<file path="config.mk">
export PLATFORM = sky130hd
export DESIGN_NAME = i2s_dsp_master
export DESIGN_NICKNAME = d
export VERILOG_FILES = /design/src/rtl/sid_pkg.sv /design/src/rtl/i2s_clkgen.sv /design/src/rtl/i2s_dsp_master.sv
export SDC_FILE = /design/constraint.sdc
export NUM_CORES = 1
export LEC_CHECK = 0
export BUFFER_PORTS_ARGS = -buffer_cell sky130_fd_sc_hd__buf_4
export CORE_ASPECT_RATIO = 1.4
export CORE_MARGIN = 4
export CORE_UTILIZATION = 39
export DETAILED_ROUTE_END_ITERATION = 10
export GPL_TIMING_DRIVEN = 0
export PLACE_DENSITY = 0.59
export RECOVER_POWER = 25
export SYNTH_ARGS = -nofsm -noshare
export SYNTH_HDL_FRONTEND = slang
export SYNTH_SLANG_ARGS = --single-unit
</file>
<file path="constraint.sdc">
create_clock -name clk -period 8.58 [get_ports clk]
set_input_delay 1.716 -clock clk [delete_from_list [all_inputs] [get_ports clk]]
set_output_delay 1.716 -clock clk [all_outputs]
set_load 0.005 [all_outputs]
</file>
<file path="src/rtl/sid_pkg.sv">
// Shared audio types and default frame constants for the serial audio blocks.
package sid;
  localparam int AUDIO_W        = 32;
  localparam int DEF_BITS       = 24;
  localparam int DEF_FRAME_BITS = 64;

  typedef struct packed {
    logic [AUDIO_W-1:0] left;
    logic [AUDIO_W-1:0] right;
  } audio_t;
endpackage

</file>
<file path="src/rtl/i2s_clkgen.sv">
// Bit-clock divider; rise/fall are single-clk strobes for the edge on which sclk toggles.
module i2s_clkgen #(
  parameter int HALF = 4
) (
  input  logic clk,
  input  logic rst,
  output logic sclk,
  output logic rise,
  output logic fall
);
  localparam int CW = (HALF > 1) ? $clog2(HALF) : 1;

  logic [CW-1:0] cnt_q, cnt_d;
  logic          sclk_q, sclk_d;
  logic          wrap;

  always_comb begin
    wrap   = (cnt_q == CW'(HALF - 1));
    cnt_d  = wrap ? '0 : cnt_q + 1'b1;
    sclk_d = wrap ? ~sclk_q : sclk_q;
  end

  always_ff @(posedge clk or posedge rst) begin
    if (rst) begin
      cnt_q  <= '0;
      sclk_q <= 1'b0;
    end else begin
      cnt_q  <= cnt_d;
      sclk_q <= sclk_d;
    end
  end

  // Strobes are combinational so dependent registers update on the same edge as sclk.
  assign sclk = sclk_q;
  assign rise = wrap & ~sclk_q;
  assign fall = wrap & sclk_q;
endmodule

</file>
<file path="src/rtl/i2s_dsp_master.sv">
// PCM Format A (DSP mode) master: one-slot frame sync, left then right, MSB first.
module i2s_dsp_master
  import sid::*;
#(
  parameter int BITS       = DEF_BITS,
  parameter int HALF       = 4,
  parameter int FRAME_BITS = DEF_FRAME_BITS
) (
  input  logic   clk,
  input  logic   rst,
  output logic   i2s_sclk,
  output logic   i2s_lrclk,
  output logic   i2s_sdo,
  input  logic   i2s_sdi,
  input  audio_t audio_o,
  output audio_t audio_i,
  output logic   valid
);
  localparam int SW = $clog2(FRAME_BITS);
  localparam int TW = 2 * BITS;

  if (FRAME_BITS < 2 * BITS + 1 || HALF < 1 || BITS > AUDIO_W) begin : g_bad_params
    $error("i2s_dsp_master: need FRAME_BITS >= 2*BITS+1, HALF >= 1, BITS <= AUDIO_W");
  end

  logic rise, fall;

  i2s_clkgen #(.HALF(HALF)) u_clkgen (
    .clk  (clk),
    .rst  (rst),
    .sclk (i2s_sclk),
    .rise (rise),
    .fall (fall)
  );

  logic [SW-1:0] slot_q, slot_d, slot_nxt;
  logic          lr_q, lr_d, sdo_q, sdo_d, valid_q, valid_d, first_q, first_d;
  logic [TW-1:0] tx_q, tx_d, rx_q, rx_d;
  audio_t        ai_q, ai_d;
  logic          last, rx_win, tx_win;

  always_comb begin
    slot_d   = slot_q;
    lr_d     = lr_q;
    sdo_d    = sdo_q;
    valid_d  = 1'b0;
    first_d  = first_q;
    tx_d     = tx_q;
    rx_d     = rx_q;
    ai_d     = ai_q;
    last     = (slot_q == SW'(FRAME_BITS - 1));
    slot_nxt = last ? '0 : slot_q + 1'b1;
    rx_win   = (32'(slot_q) >= 1) && (32'(slot_q) <= TW);
    tx_win   = (32'(slot_nxt) >= 1) && (32'(slot_nxt) <= TW);

    if (rise && rx_win) rx_d = {rx_q[TW-2:0], i2s_sdi};

    if (fall) begin
      slot_d = slot_nxt;
      lr_d   = last;
      sdo_d  = 1'b0;
      if (last) begin
        tx_d    = {audio_o.left[BITS-1:0], audio_o.right[BITS-1:0]};
        first_d = 1'b0;
        // The frame in flight at reset release is partial, so its data is dropped.
        if (!first_q) begin
          ai_d.left                = {AUDIO_W{rx_q[TW-1]}};
          ai_d.left[BITS-1:0]      = rx_q[TW-1 -: BITS];
          ai_d.right               = {AUDIO_W{rx_q[BITS-1]}};
          ai_d.right[BITS-1:0]     = rx_q[BITS-1:0];
          valid_d                  = 1'b1;
        end
      end else if (tx_win) begin
        sdo_d = tx_q[TW-1];
        tx_d  = {tx_q[TW-2:0], 1'b0};
      end
    end
  end

  always_ff @(posedge clk or posedge rst) begin
    if (rst) begin
      slot_q  <= SW'(FRAME_BITS - 1);
      lr_q    <= 1'b0;
      sdo_q   <= 1'b0;
      valid_q <= 1'b0;
      first_q <= 1'b1;
      tx_q    <= '0;
      rx_q    <= '0;
      ai_q    <= '0;
    end else begin
      slot_q  <= slot_d;
      lr_q    <= lr_d;
      sdo_q   <= sdo_d;
      valid_q <= valid_d;
      first_q <= first_d;
      tx_q    <= tx_d;
      rx_q    <= rx_d;
      ai_q    <= ai_d;
    end
  end

  logic unused_audio_hi;
  assign unused_audio_hi = ^audio_o;

  assign i2s_lrclk = lr_q;
  assign i2s_sdo   = sdo_q;
  assign audio_i   = ai_q;
  assign valid     = valid_q;
endmodule

</file>
# == After elaboration in Yosys (flattened, before gate mapping) ==
# Cells that the tools add are included.
# Widths: inputs -> output; s select.
# word_totals
wordCells,39
register_bits,157
# classes
magnitude_cmp,4
n_bitwise,4
n_eq_ne,2
add_sub_neg,2
n_mux,9
reduce_logical,7
# ops
op,count
$mux 48,2
$ge 6x1->1 const B,2
$le 6x6->1 const B,2
$add 6x1->6 const B,1
$eq 6x6->1 const B,1
$mux 6,1
$mux 1,5
$reduce_and 2->1,2
$logic_and 1x1->1,3
$reduce_and 3->1,1
$add 2x1->2 const B,1
$and 1x1->1,2
$eq 2x2->1 const B,1
$mux 2,1
$not 1->1,2
$reduce_bool 2->1,1

# == Longest topological paths before layout ==
# logic_depth
word_depth,6
ltp_mapped,9
mapped_depth_nobuf,6

# == Hierarchy ==
# A second synthesis with hierarchy kept.
# hier_totals
hier_cells,463
area_unflattened_um2,6871.6
# by_module_without_submodules
module,cells_each,seq_area_each_um2,n_inst,area_each_um2
i2s_dsp_master,454,3862.5,1,6751.5
i2s_clkgen,9,75.1,1,120.1

# == Worst setup path before layout ==
# OpenSTA, ideal clock, no wires.
# synth_timing
path_kind,register to output
start,register audio_i[23] (netlist name)
end,output port audio_i[24] in the netlist's numbering
setup_slack_ns,6.256
path_stages_with_launch,2
arrival_ns,0.608
cell_sequence,dfrtp_1 > buf_4
# synth_lines
item,line_no,text
end: declaration,i2s_dsp_master.sv:16,"output audio_t audio_i,"
# No word-level cell between the ends.

==> results by group <==
STA
  – Setup_tns: 0 ns
  – Period utilization: 45.5%
  – Final-report hold violation count: 0
  – Relative slew slack: -134%
  – Worst Clk Skew: 0.00945 ns
  – Post-layout min period: 3.90 ns
  – Final Setup Violations: 0
  – Unrepaired setup endpoints after global routing: false
  – Slew @ Worst Pin: 3.49 ns
  – Max Slew Vio Count: 79
  – Fmax achieved: 256 MHz

Clock network
  – H-Tree Level Count: 4
  – CTS sink cnt: 157
  – Hold_buf cts: 0
  – CTS tree: built
  – Max Root-Sink Buffers: 2
  – Setup bufs post-CTS: 0
  – Clk_lat worst skew: 0.42 ns
  – Clock transition at path regs: 0.06 ns
  – Post-cts sizing count: 0
  – CTS root buf: clkbuf_16
  – CTS buffer count: 17

Critical path
  – Arrival @ worst endpoint: 3.83 ns
  – Register-to-Register Path Depth: 8
  – Critical Path Fanout Max: 79
  – CP Class: primary input to asynchronous set/reset pin
  – Reg2reg end: audio_i[3]$_DFFE_PP0P_
  – Worst path bufs/invs: 2
  – Reg-to-reg startpoint: slot_q[0]$_DFFE_PP1P_
  – Endpoint class of the critical path: asynchronous set/reset pin
  – Worst path max stage delay: 1.97 ns
  – Slowest cell on crit path: clkinvlp_2
  – Element type at the critical path start: primary input
  – Critical path's top delay family: buffers and inverters
  – Critical Path RT: 8.51 ns
  – Internal reg-to-reg setup slack: 5.77 ns
  – CP Cell Sequence: clkbuf_4 -> clkinvlp_2

Logic synthesis
  – Mapped Area: 6910 sq um
  – Top post-synthesis cells by area: dfrtp_1 54%, mux2_2 20%, nand2_1 8.0%
  – Adder-Cell Fraction of Synth Area: 1.09%
  – Ys async rst share: 100%
  – Ys flop type: dfrtp_1
  – Synth Area in XOR/XNOR: 0.380%
  – Simple logic cell fraction of the synthesized area: 10.7%
  – Post-synth EDFFs: 0
  – Compound-cell area share of the yosys netlist: 2.01%
  – Largest area contributor in the netlist: dfrtp_1
  – Synth top area share: 54.3%
  – Mux share of post-synthesis cell area: 24.3%
  – Avg Inst Size Synth: 12.4 sq um
  – Main combinational cell family by area after synthesis: multiplexers
  – Synth Warn #: 0
  – Count of different cell masters after synthesis: 41
  – Syn Inst Count: 557
  – Syn Nets: 630
  – Register bit total from synthesis: 157
  – Seq/Total Area, Yosys: 57.0%

GRT
  – Initial antenna violation count: 0
  – GRT overflow: 0
  – Global-route wire length before repair: 23600 um
  – Largest net degree at the start of global routing: 80
  – Vias in the first global route: 4792
  – Global Route Usage Sum: 14.8%

Die
  – Core Area: 17400 sq um
  – Ports: 135
  – Die W: 121 um
  – Die area: 19900 sq um
  – Site row count: 57
  – Starting density of the core: 39.7%
  – Chip height: 166 um

Placed design
  – Placed insts: 912
  – GPL Wtd Cong: 0.811
  – Port-buffer cells: 118
  – Hpwl dp: 10200 um

Worst hold path
  – Min-Delay Path Class: flip-flop to flip-flop
  – Min-delay src: u_clkgen.cnt_q[0]$_DFF_PP0_
  – WHS Path Cells: 1
  – Hold Path Sink: u_clkgen.cnt_q[0]$_DFF_PP0_

Power
  – Comb pwr share: 2.3%
  – Total power: 1.50 mW
  – Switching power: 0.315 mW
  – Internal cell power: 1.19 mW
  – Power Density: 173 nW/um^2
  – Sw frac: 21.0%
  – Seq pwr share: 49.4%
  – Share of power burned in the clock network: 48.3%
  – Leak pwr: 4.55 nW
  – Worst IR Drop VDD: 0.111 mV

Layout
  – Non-Filler Instances: 944
  – Final net count: 768
  – Layout cell share with drive strength beyond 1: 47.6%
  – Area growth syn-to-layout: 25.7%
  – ANT cells: 0
  – Most frequent cells in the layout: 150 x dfrtp_1, 148 x nand2_1, 139 x buf_4
  – Commonest non-fill, non-tap cell in the layout: dfrtp_1

Route
  – # DRC: 0
  – DR vias: 4421
  – DRT Wirelength: 14100 um
  – Drt wl/cell: 14.9 um
  – DR iter-0 viols: 147
  – Final ANT Viol Nets: 0
  – Via/cell ratio: 4.68
  – Drt pass-1 iters: 4

Outcome
  – Failing checks: max-capacitance violations, max-slew violations
  – Status: finished with violations

Flow run
  – Max Cap Violations: 1
-- routing by layer --
| layer | global-route usage, % | wire [um] | vias to the layer above |
|---|---|---|---|
| li1 | - | - | 2135 |
| met1 | 16.5 | 5640 | 2160 |
| met2 | 26.6 | 7350 | 109 |
| met3 | 4.77 | 864 | 17 |
| met4 | 5.26 | 229 | 0 |
| met5 | 0 | 0 | - |
-- flip-flops by register name (all words and copies together), names as in the netlist --
signal          flops
first_q             1
i2s_sdo             1
valid               1
audio_i            48
i2s_lrclk           1
slot_q              6
rx_q               48
u_clkgen.sclk       1
u_clkgen.cnt_q      2
tx_q               48
-- cells by family (layout without fill, tap and decap cells) --
kind of cell             after synthesis  count (layout)
XOR/XNOR                               3               3
adder cells (fa/ha/maj)                6               6
AO/OA/AOI/OAI                         20              20
buffers and inverters                 50             201
flip-flops                           157             157
AND/OR/NAND/NOR                      178             178
multiplexers                         143             143
-- power groups by stage --
stage	clock network (mW)	logic (mW)	registers, mW
3_5_place_dp	0	0.0361	0.756
2_1_floorplan	0	0.0120	0.756
3_3_place_gp	0	0.0336	0.756
4_1_cts	0.753	0.0361	0.742
6_report	0.727	0.0346	0.743
5_1_grt	0.783	0.0397	0.742
-- layout make-up --
| type | instances | area, sq um |
|---|---|---|
| multi-input combinational | 350 | 2660 |
| fill | 1595 | 8710 |
| clock inverter | 12 | 138 |
| clock buffer | 20 | 437 |
| buffer | 46 | 290 |
| inverter | 4 | 16.3 |
| timing repair buffer | 119 | 913 |
| tap | 236 | 295 |
| sequential | 157 | 3940 |
-- how the worst max path moves through the flow --
stage,startpoint,end,cells past startpoint
6_report,rst,tx_q[15]$_DFFE_PP0P_,2
5_1_grt,rst,tx_q[36]$_DFFE_PP0P_,2
3_3_place_gp,rst,tx_q[4]$_DFFE_PP0P_,2
3_5_place_dp,rst,first_q$_DFFE_PP1P_,3
4_1_cts,audio_i[23]$_DFFE_PP0P_,audio_i[25],2
2_1_floorplan,rst,audio_i[0]$_DFFE_PP0P_,1
-- synthesized netlist by cell type (2+ instances only) --
cell type / number
dfrtp_1: 150
nand2_1: 148
mux2_2: 123
buf_4: 23
mux2_4: 19
buf_2: 11
o21ai_0: 9
clkbuf_1: 8
dfstp_2: 7
ha_1: 6
nand3_1: 6
nor2_1: 6
inv_1: 4
buf_6: 3
nor3_1: 3
a21oi_1: 2
a31oi_1: 2
and3_1: 2
nand3b_1: 2
xnor2_1: 2
-- through the flow --
step	util (%)	cell area, sq um	setup WS (ns)	hold WS, ns
floorplan	-	6910	2.64	0.403
finish	49.9	8690	4.68	0.433
global placement	46.5	8090	0.942	0.415
global route	49.9	8690	4.03	0.444
detailed placement	46.7	8130	5.80	0.416
CTS	50.0	8700	5.63	0.432
-- worst register-to-register path, cell delays in order (launching register included) --
cell and delay [ns]:
dfstp_1 0.68, ha_1 0.19, buf_2 0.19, and3_1 0.24, nand3_1 0.23, nor3_2 0.33
buf_4 0.26, buf_4 0.22, mux2_2 0.36
No activity file was read; power rests on OpenSTA's default activity.
